[src/rtl/fp_mul.sv]
// fp_mul: parameterised IEEE-754-style binary floating-point multiplier with one output register.
// Define FP_MUL_FTZ_EN to flush subnormal operands and results to signed zero.
module fp_mul #(
  parameter int EXPONENT_WIDTH = 5,
  parameter int MANTISSA_WIDTH = 10
) (
  input  logic                                   clk,
  input  logic                                   rst_n,
  input  logic [EXPONENT_WIDTH+MANTISSA_WIDTH:0] flp_a,
  input  logic [EXPONENT_WIDTH+MANTISSA_WIDTH:0] flp_b,
  output logic                                   sign,
  output logic [EXPONENT_WIDTH-1:0]              exponent,
  output logic [MANTISSA_WIDTH-1:0]              prod
);

  localparam int E   = EXPONENT_WIDTH;
  localparam int M   = MANTISSA_WIDTH;
  localparam int PW  = 2*M + 2;
  localparam int XW  = E + 8;
  localparam int LZW = $clog2(PW + 1);

  localparam logic signed [XW-1:0] BIAS_X = XW'((1 << (E-1)) - 1);
  localparam logic signed [XW-1:0] EMAX_X = XW'((1 << E) - 1);
  localparam logic signed [XW-1:0] ONE_X  = XW'(1);
  localparam logic signed [XW-1:0] ZERO_X = XW'(0);
`ifndef FP_MUL_FTZ_EN
  localparam logic signed [XW-1:0] PW_X   = XW'(PW);
`endif

  // Subnormal operands (exponent field 0) behave as exponent 1.
  function automatic logic signed [XW-1:0] eff_exp(input logic [E-1:0] e);
    if (e == {E{1'b0}}) begin
      eff_exp = ONE_X;
    end else begin
      eff_exp = $signed({{(XW-E){1'b0}}, e});
    end
  endfunction

  logic                 w_sa, w_sb;
  logic [E-1:0]         w_ea, w_eb;
  logic [M-1:0]         w_fa, w_fb;
  logic                 w_a_nan, w_b_nan, w_a_inf, w_b_inf, w_a_zero, w_b_zero;
  logic [M:0]           w_ma, w_mb;
  logic [PW-1:0]        w_p;
  logic signed [XW-1:0] w_eab;

  assign {w_sa, w_ea, w_fa} = flp_a;
  assign {w_sb, w_eb, w_fb} = flp_b;

  assign w_a_nan = (&w_ea) & (|w_fa);
  assign w_b_nan = (&w_eb) & (|w_fb);
  assign w_a_inf = (&w_ea) & ~(|w_fa);
  assign w_b_inf = (&w_eb) & ~(|w_fb);
`ifdef FP_MUL_FTZ_EN
  assign w_a_zero = ~(|w_ea);
  assign w_b_zero = ~(|w_eb);
`else
  assign w_a_zero = ~(|w_ea) & ~(|w_fa);
  assign w_b_zero = ~(|w_eb) & ~(|w_fb);
`endif

  assign w_ma  = {|w_ea, w_fa};
  assign w_mb  = {|w_eb, w_fb};
  assign w_p   = {{(M+1){1'b0}}, w_ma} * {{(M+1){1'b0}}, w_mb};
  assign w_eab = eff_exp(w_ea) + eff_exp(w_eb) - BIAS_X;

  logic [LZW-1:0]       w_lz;
  logic [PW-1:0]        w_pn;
  logic signed [XW-1:0] w_en;
  logic [PW-1:0]        w_pd;
  logic                 w_sticky_sh;
`ifndef FP_MUL_FTZ_EN
  logic signed [XW-1:0] w_sh;
  logic [2*PW-1:0]      w_wide;
`endif
  logic [M-1:0]         w_frac;
  logic                 w_guard, w_sticky;
  logic [M:0]           w_frac_r;
  logic signed [XW-1:0] w_exp_f;

  // Normalise, optionally denormalise, then round to nearest even.
  always_comb begin
    w_lz = {LZW{1'b0}};
`ifdef FP_MUL_FTZ_EN
    if (w_p[PW-1]) begin
      w_lz = {LZW{1'b0}};
    end else begin
      w_lz = LZW'(1);
    end
`else
    for (int i = 0; i < PW; i++) begin
      if (w_p[i]) begin
        w_lz = LZW'(PW - 1 - i);
      end else begin
        w_lz = w_lz;
      end
    end
`endif
    w_pn = w_p << w_lz;
    w_en = w_eab + ONE_X - $signed({{(XW-LZW){1'b0}}, w_lz});
`ifdef FP_MUL_FTZ_EN
    w_pd        = w_pn;
    w_sticky_sh = 1'b0;
`else
    // Bits shifted out while forming a subnormal fold into sticky.
    w_sh   = ONE_X - w_en;
    w_wide = {w_pn, {PW{1'b0}}} >> ((w_sh > PW_X) ? LZW'(PW) : w_sh[LZW-1:0]);
    if (w_en <= ZERO_X) begin
      w_pd        = w_wide[2*PW-1:PW];
      w_sticky_sh = |w_wide[PW-1:0];
    end else begin
      w_pd        = w_pn;
      w_sticky_sh = 1'b0;
    end
`endif
    w_frac   = w_pd[PW-2:M+1];
    w_guard  = w_pd[M];
    w_sticky = (|w_pd[M-1:0]) | w_sticky_sh;
    w_frac_r = {1'b0, w_frac} + {{M{1'b0}}, w_guard & (w_sticky | w_frac[0])};
    // A hidden bit of 0 means subnormal; a rounding carry bumps the exponent (0 -> 1 included).
    w_exp_f  = (w_pd[PW-1] ? w_en : ZERO_X) + $signed({{(XW-1){1'b0}}, w_frac_r[M]});
  end

  logic         w_sign_n;
  logic [E-1:0] w_exp_n;
  logic [M-1:0] w_frac_n;

  // Special-case priority: NaN, infinity, zero, overflow, then the rounded result.
  always_comb begin
    w_sign_n = w_sa ^ w_sb;
    w_exp_n  = {E{1'b0}};
    w_frac_n = {M{1'b0}};
    if (w_a_nan | w_b_nan | (w_a_zero & w_b_inf) | (w_a_inf & w_b_zero)) begin
      w_sign_n = 1'b0;
      w_exp_n  = {E{1'b1}};
      w_frac_n = {1'b1, {(M-1){1'b0}}};
    end else if (w_a_inf | w_b_inf) begin
      w_exp_n  = {E{1'b1}};
    end else if (w_a_zero | w_b_zero) begin
      w_exp_n  = {E{1'b0}};
    end else if (w_exp_f >= EMAX_X) begin
      w_exp_n  = {E{1'b1}};
`ifdef FP_MUL_FTZ_EN
    end else if (w_exp_f <= ZERO_X) begin
      w_exp_n  = {E{1'b0}};
`endif
    end else begin
      w_exp_n  = w_exp_f[E-1:0];
      w_frac_n = w_frac_r[M-1:0];
    end
  end

  logic         r_sign;
  logic [E-1:0] r_exp;
  logic [M-1:0] r_frac;

  // Output register, cleared asynchronously by reset.
  always_ff @(posedge clk or negedge rst_n) begin
    if (!rst_n) begin
      r_sign <= 1'b0;
      r_exp  <= {E{1'b0}};
      r_frac <= {M{1'b0}};
    end else begin
      r_sign <= w_sign_n;
      r_exp  <= w_exp_n;
      r_frac <= w_frac_n;
    end
  end

  assign sign     = r_sign;
  assign exponent = r_exp;
  assign prod     = r_frac;

endmodule

[config.mk]
export PLATFORM = sky130hd
export DESIGN_NAME = fp_mul
export DESIGN_NICKNAME = d
export VERILOG_FILES = /design/src/rtl/fp_mul.sv
export SDC_FILE = /design/constraint.sdc
export NUM_CORES = 1
export LEC_CHECK = 0
export BUFFER_PORTS_ARGS = -buffer_cell sky130_fd_sc_hd__buf_2
export CAP_MARGIN = 10
export CORE_UTILIZATION = 40
export DETAILED_ROUTE_END_ITERATION = 10
export SKIP_CTS_REPAIR_TIMING = 1
export SLEW_MARGIN = 30
export SYNTH_ARGS = -nofsm -noshare
export SYNTH_HDL_FRONTEND = slang
export SYNTH_SLANG_ARGS = --single-unit
export TNS_END_PERCENT = 20
[constraint.sdc]
create_clock -name clk -period 1.1 [get_ports clk]
set_input_delay 0.22 -clock clk [delete_from_list [all_inputs] [get_ports clk]]
set_output_delay 0.22 -clock clk [all_outputs]
set_load 0.02 [all_outputs]
==> results of run 1 <==
## state kept, by name, summed over array words and instances (netlist names)
| name | cells |
|---|---|
| prod | 10 |
| exponent | 5 |
| sign | 1 |
## worst max-delay path: cells and delay by family
| kind | cells | cell delay, ns |
|---|---|---|
| buffers and inverters | 9 | 0.79 |
| AOI/OAI and AO/OA | 20 | 3.41 |
| and+or+nand+nor | 19 | 3.26 |
| xor gates and xnor gates | 1 | 0.11 |
| adders and majority gates | 15 | 5.30 |
## final timing paths
| check | from | to | cells past startpoint |
|---|---|---|---|
| worst min-delay path | flp_a[15] | sign | 3 |
| min in group asynchronous | rst_n | prod[8] | 2 |
| worst max-delay path | flp_b[14] | prod[9] | 64 |
| max in group asynchronous | rst_n | sign | 2 |
## synthesized netlist by cell type (all sizes together), types with 6 or more instances
cell type	instances
xor2	15
nor4	16
mux2i	15
a22oi	11
a31oi	10
buf	18
o221ai	7
a211o	8
or4	8
nor3	44
o22ai	13
and2	88
or2	13
inv	136
xnor2	20
o21a	14
dfrtp	16
nand2b	6
or3	13
o211a	6
o31ai	9
o221a	6
a2111oi	6
nor2	96
ha	76
nor2b	25
nand3	25
a211oi	37
o21ai	71
a21o	14
clkbuf	53
nand2	96
a21oi	65
a221oi	8
a22o	7
o211ai	23
fa	86
## area by class of cell
type / count / area, µm² / share of cell area
inverter: 137 / 519 / 0.0366
clock buffer: 4 / 88.8 / 0.00626
tap: 319 / 399 / 0.0281
sequential: 16 / 400 / 0.0282
timing repair buffer: 511 / 3790 / 0.267
multi-input combinational: 1060 / 8990 / 0.634
## cell usage in the layout, fill, tap and decap left out, types with 7 or more instances in the layout
master and count:
o21ai_2 8, inv_1 128, dfrtp_1 16, o211ai_1 23
o22ai_1 10, buf_4 450, buf_2 48, xor2_1 15
a22o_1 7, mux2i_1 15, xnor2_1 17, nor2b_1 22
a211o_1 8, nor2_1 85, a21oi_1 55, nand2_1 95
o21a_1 12, ha_4 7, fa_1 81, o21ai_0 48
a211oi_1 27, a22oi_1 10, o21ai_1 14, buf_6 9
nand3_1 23, nor3_1 38, a211oi_2 10, o31ai_1 8
and2_1 87, or3_1 10, inv_2 8, nor2_2 7
a31oi_1 10, a21o_1 14, ha_1 66, nor4_1 11
## per-stage QoR
step / worst slack, ns / cell area [µm²] / TNS (ns) / util / hold slack (ns)
2_1_floorplan: -12.04 / 9880 / -178.18 / - / -0.0756
3_3_place_gp: -12.27 / 13500 / -182.53 / 0.576 / 0.133
3_5_place_dp: -12.51 / 13500 / -185.92 / 0.576 / 0.136
4_1_cts: -12.32 / 13600 / -182.46 / 0.580 / -0.120
5_1_grt: -12.42 / 14200 / -184.25 / 0.604 / 0.281
6_report: -11.89 / 14200 / -176.38 / 0.604 / 0.273
## layer usage
layer / up-vias / GRT usage
li1: 5507 / -
met1: 5602 / 0.461
met2: 474 / 0.483
met3: 61 / 0.0266
met4: 0 / 0.0514
met5: - / 0
## cell families (layout without fill, tap and decap cells)
family,Yosys count,after routing,synth area share
flops,16,16,0.0417
xor+xnor,36,36,0.0344
fa+ha+maj,163,163,0.280
buf+inv,208,652,0.0861
mux,22,22,0.0262
simple gates,455,455,0.243
compound gates,383,384,0.289
==> qor_table.md, run 1 <==
| Result | Reported |
|:---|:---|
| Maximum number of pins on one net before global-route repair | 28 |
| Number of enable flip-flop cells after synthesis | 0 |
| Clock-pin slew on the worst setup and hold paths | 0.04 ns |
| Via count of the first global-routing pass | 11300 |
| Number of standard-cell rows in the floorplan | 56 |
| Worst-case setup margin in the final layout | -11.89 ns |
| Tightest slew margin relative to the limit | 0.436 |
| Weighted congestion at the end of routability-driven global placement | 1.01 |
| DRC | 0 |
| Fin cells | 2047 |
| Setup repair after global routing missed its margin | yes |
| Aggregate routed wire length | 37900 µm |
| Min Clock Period, post-route | 12.99 ns |
| H-tree level count | 1 |
| Detailed-routing iteration count for the pre-antenna-repair pass | 5 |
| Predominant post-synthesis flop cell | dfrtp_1 |
| Nature of the critical path startpoint | input pin |
| # port buffers | 49 |
| Setup violations, final | 16 |
| Routed wl met2 | 16700 µm |
| Highest clock frequency the design can meet | 77.0 MHz |
| Total CTS buffers | 3 |
| Total via count in the routed design | 11600 |
| Final-layout fill cell count | 2079 |
| Clock Path Buffers | 2 |
| Total gr overflow | 0 |
| Diodes inserted | 0 |
| Cell count after synthesis | 1283 |
| Top sig layer | met4 |
| Async SR Flop Fraction | 1.00 |
| Data required time of the worst path | 1.22 ns |
| Post-synth design cell area | 0.00959 mm² |
| Yosys synthesis warning count | 0 |
| Layout cells sized above 1 | 0.378 |
| Number of max-capacitance violations reported | 0 |
| CTS root buffer | clkbuf_16 |
| Final slew viol count | 0 |
| Post-DP HPWL | 31500 µm |
| Number of hold violations in the final report | 0 |
| Transition time at the pin with the least slew margin | 0.839 ns |
| Effective utilization at floorplan | 0.409 |
| Clock tree from TritonCTS | done |
| Overall die area | 0.0246 mm² |
| Worst-path cell with the longest stage delay | fa_2 |
| Instance count after placement with tap cells included | 2028 |
| Antenna violations before repair | 0 |
| Cell type with the largest total area after synthesis | fa_1 |
| Die width | 157 µm |
| Overall Global Routing Usage | 0.309 |
| Leading post-synthesis cells by cell area | fa_1 18%, ha_1 9.9%, and2_1 5.7%, inv_1 5.3%, dfrtp_1 4.2% |
| Share of the clock period used by the worst path | 11.8 |
| Class of the tightest hold or removal check | input pin to register |
| Post-Synthesis Mean Instance Area | 7.48 µm² |
| Antenna Violating Nets Remaining | 0 |
| Die height | 157 µm |
| Number of top-level pins | 50 |
| Area of the placeable core | 0.0235 mm² |
| Growth of design area from synthesis to finish | 47.9% |
| Endpoint arrival time on the critical path | 13.10 ns |
| Via density per instance | 5.69 |
| Critical path class | input pin to register |
| Clock Sinks | 16 |
| Top cell by count, worst path | fa_2 |
| Wire length per cell after detailed routing | 18.5 µm |
| Worst Setup End Kind | register |
| Met1 WL | 17900 µm |
| Number of unique standard cell types used by synthesis | 98 |
| Outcome | finished, violations left |
| Critical Path Max Stage Delay | 0.58 ns |
| Share of the synthesized area in the top cell type | 0.179 |
| Global-route wire length before repair | 60100 µm |
| Total length of routed met3 wires | 2610 µm |
| Violations in the final reports | negative setup slack |
| Flip-flop and latch count after synthesis | 16 |
| Maximum fanout count along the critical path | 6 |
| 1st-iter DRT viols | 1017 |
| Number of nets in the layout | 1925 |
| Post-synthesis net count | 1479 |
| Share of synthesized area occupied by flip-flops and latches | 0.0417 |
Power of run 1 is left out: the tool's default activity adds up to more than one toggle a clock period on the data nets, which glitch-free logic cannot reach.
==> run 2: changes to the inputs <==
- ABC_AREA: default -> 1
- CTS_CLUSTER_SIZE: default -> 30
==> run 2 against run 1 <==
Compared with the run above: the flow still finishes with violations (negative setup slack); sequential share of layout area is 0.25 points higher; global-route usage is 4.9 points lower; final cell count is 4.4% higher; sequential cell count stayed put; non-clock buffer count is 114 lower; synthesized cell count is 18% higher; clock-buffer cell count stayed put; routed wire length is 20% lower; critical path type unchanged.
==> qor_table.md, run 2 <==
| Result | Reported | Delta |
|:---|:---|:---|
| Async SR Flop Fraction | 1.00 | unchanged |
| Post-DP HPWL | 26000 µm | was 31500 µm |
| Number of standard-cell rows in the floorplan | 55 | was 56 |
| Maximum number of pins on one net before global-route repair | 26 | was 28 |
| Clock tree from TritonCTS | done | unchanged |
| Number of max-capacitance violations reported | 0 | unchanged |
| Setup violations, final | 16 | unchanged |
| Highest clock frequency the design can meet | 95.2 MHz | was 77.0 MHz |
| Yosys synthesis warning count | 0 | unchanged |
| Share of the clock period used by the worst path | 9.55 | was 11.8 |
| Via count of the first global-routing pass | 10400 | was 11300 |
| Nature of the critical path startpoint | input pin | unchanged |
| Number of hold violations in the final report | 0 | unchanged |
| Maximum fanout count along the critical path | 8 | was 6 |
| Buffers plus inverters on the worst setup path | 14 | was 9 |
| Layout cells sized above 1 | 0.321 | was 0.378 |
| Weighted congestion at the end of routability-driven global placement | 0.944 | was 1.01 |
| Post-Synthesis Mean Instance Area | 6.11 µm² | was 7.48 µm² |
| Most frequent standard cell in the layout excluding fill and tap cells | nand2_1 | was buf_4 |
| Worst Setup End Kind | register | unchanged |
| Class of the tightest hold or removal check | input pin to register | unchanged |
| Antenna violations before repair | 0 | unchanged |
| CTS root buffer | clkbuf_16 | unchanged |
| Leading cell types in the layout, fill and taps excluded | 385 x nand2_1, 338 x buf_4, 286 x inv_1 | was 450 x buf_4, 128 x inv_1, 95 x nand2_1 |
| Final slew viol count | 0 | unchanged |
| Cell class contributing the biggest share of worst-path delay | adder cells | unchanged |
| Synth top cells by count | 410 x nand2_1, 301 x inv_1, 262 x nand3_1, 86 x fa_1, 76 x ha_1 | was 135 x inv_1, 96 x nand2_1, 96 x nor2_1, 88 x and2_1, 86 x fa_1 |
| Clock-pin slew on the worst setup and hold paths | 0.05 ns | was 0.04 ns |
| Overall die area | 0.0237 mm² | was 0.0246 mm² |
| Tightest slew margin relative to the limit | 0.608 | was 0.436 |
| Detailed-routing iteration count for the pre-antenna-repair pass | 5 | unchanged |
| DRC | 0 | unchanged |
| Total CTS buffers | 3 | unchanged |
| # port buffers | 49 | unchanged |
| Post-synthesis net count | 1705 | was 1479 |
| Number of top-level pins | 50 | unchanged |
| Cell count after synthesis | 1509 | was 1283 |
| Number of nets in the layout | 2050 | was 1925 |
| 1st-iter DRT viols | 804 | was 1017 |
| Clock Path Buffers | 2 | unchanged |
| Critical path class | input pin to register | unchanged |
| Data required time of the worst path | 1.27 ns | was 1.22 ns |
| Overall Global Routing Usage | 0.260 | was 0.309 |
| Transition time at the pin with the least slew margin | 0.585 ns | was 0.839 ns |
| Critical Path Max Stage Delay | 0.53 ns | was 0.58 ns |
| Most repeated cell in the gate-level netlist after synthesis | nand2_1 | was inv_1 |
| Outcome | finished, violations left | unchanged |
| Number of enable flip-flop cells after synthesis | 0 | unchanged |
| Hold slack | 0.260 ns | was 0.273 ns |
| Total via count in the routed design | 10900 | was 11600 |
| Worst-path cell with the longest stage delay | fa_1 | was fa_2 |
| Cell type with the largest total area after synthesis | fa_1 | unchanged |
| Leading post-synthesis cells by cell area | fa_1 19%, nand2_1 17%, nand3_1 14%, inv_1 12%, ha_1 10% | was fa_1 18%, ha_1 9.9%, and2_1 5.7%, inv_1 5.3%, dfrtp_1 4.2% |
| Area of the placeable core | 0.0226 mm² | was 0.0235 mm² |
| Share of the synthesized area in the top cell type | 0.187 | was 0.179 |
| Number of unique standard cell types used by synthesis | 54 | was 98 |
| Die height | 154 µm | was 157 µm |
| Aggregate routed wire length | 30400 µm | was 37900 µm |
| Total gr overflow | 0 | unchanged |
| Via density per instance | 5.08 | was 5.69 |
| Antenna Violating Nets Remaining | 0 | unchanged |
| Max reg flops | 10 | unchanged |
| Diodes inserted | 0 | unchanged |
| Clock Sinks | 16 | unchanged |
| Wire length per cell after detailed routing | 14.2 µm | was 18.5 µm |
| Share of synthesized area occupied by flip-flops and latches | 0.0434 | was 0.0417 |
| Setup repair after global routing missed its margin | yes | unchanged |
| Global-route wire length before repair | 50400 µm | was 60100 µm |
| Predominant post-synthesis flop cell | dfrtp_1 | unchanged |
| Min Clock Period, post-route | 10.51 ns | was 12.99 ns |
| Growth of design area from synthesis to finish | 41.4% | was 47.9% |
| Violations in the final reports | negative setup slack | unchanged |
| Top cell by count, worst path | inv_2 | was fa_2 |
| Worst-case setup margin in the final layout | -9.41 ns | was -11.89 ns |
| Endpoint arrival time on the critical path | 10.67 ns | was 13.10 ns |
| Effective utilization at floorplan | 0.407 | was 0.409 |
| Flip-flop and latch count after synthesis | 16 | unchanged |
| Post-synth design cell area | 0.00922 mm² | was 0.00959 mm² |
| Die width | 154 µm | was 157 µm |
| H-tree level count | 1 | unchanged |
run 2: cells by family (layout without fill, tap and decap cells):
| kind of cell | Yosys count | in the layout | share of synthesized area |
|---|---|---|---|
| and+or+nand+nor | 853 | 853 | 0.435 |
| buffers and inverters | 373 | 717 | 0.159 |
| adders and majority gates | 162 | 162 | 0.290 |
| AOI/OAI and AO/OA | 85 | 85 | 0.0537 |
| xor gates and xnor gates | 20 | 20 | 0.0190 |
| DFF | 16 | 16 | 0.0434 |
run 2: worst paths after layout:
path	from	to	cells past startpoint
max	flp_a[14]	prod[6]	68
min	flp_a[15]	sign	3
max in group asynchronous	rst_n	prod[9]	2
min in group asynchronous	rst_n	prod[8]	2
run 2: worst min-delay path, stage by stage:
cell,delay (ns)
buf_2,0.09
xnor2_1,0.11
nor2_1,0.04
run 2: layout make-up:
type	instances	area [µm²]
fill	2208	9600
multi-input combinational	1120	8030
timing repair buffer	397	2950
inverter	316	1210
sequential	16	400
tap	285	357
clock buffer	4	88.8
run 2: per-stage QoR:
step	instance area, µm²	std cells	TNS (ns)	utilization	setup WS [ns]
5_1_grt	13000	2138	-151.28	0.576	-10.07
3_3_place_gp	12400	2120	-151.35	0.547	-10.07
2_1_floorplan	9590	1509	-144.38	-	-9.67
4_1_cts	12500	2124	-149.90	0.551	-9.99
6_report	13000	2138	-141.14	0.576	-9.41
3_5_place_dp	12400	2120	-153.30	0.547	-10.20
run 2: layer usage:
layer | part of all wire | GRT usage | up-vias
li1 | - | - | 5422
met1 | 0.48 | 0.380 | 5085
met2 | 0.46 | 0.424 | 326
met3 | 0.060 | 0.0237 | 20
met4 | 0.0086 | 0.0314 | 0
met5 | 0 | 0 | -
Power of run 2 is left out for the same reason.
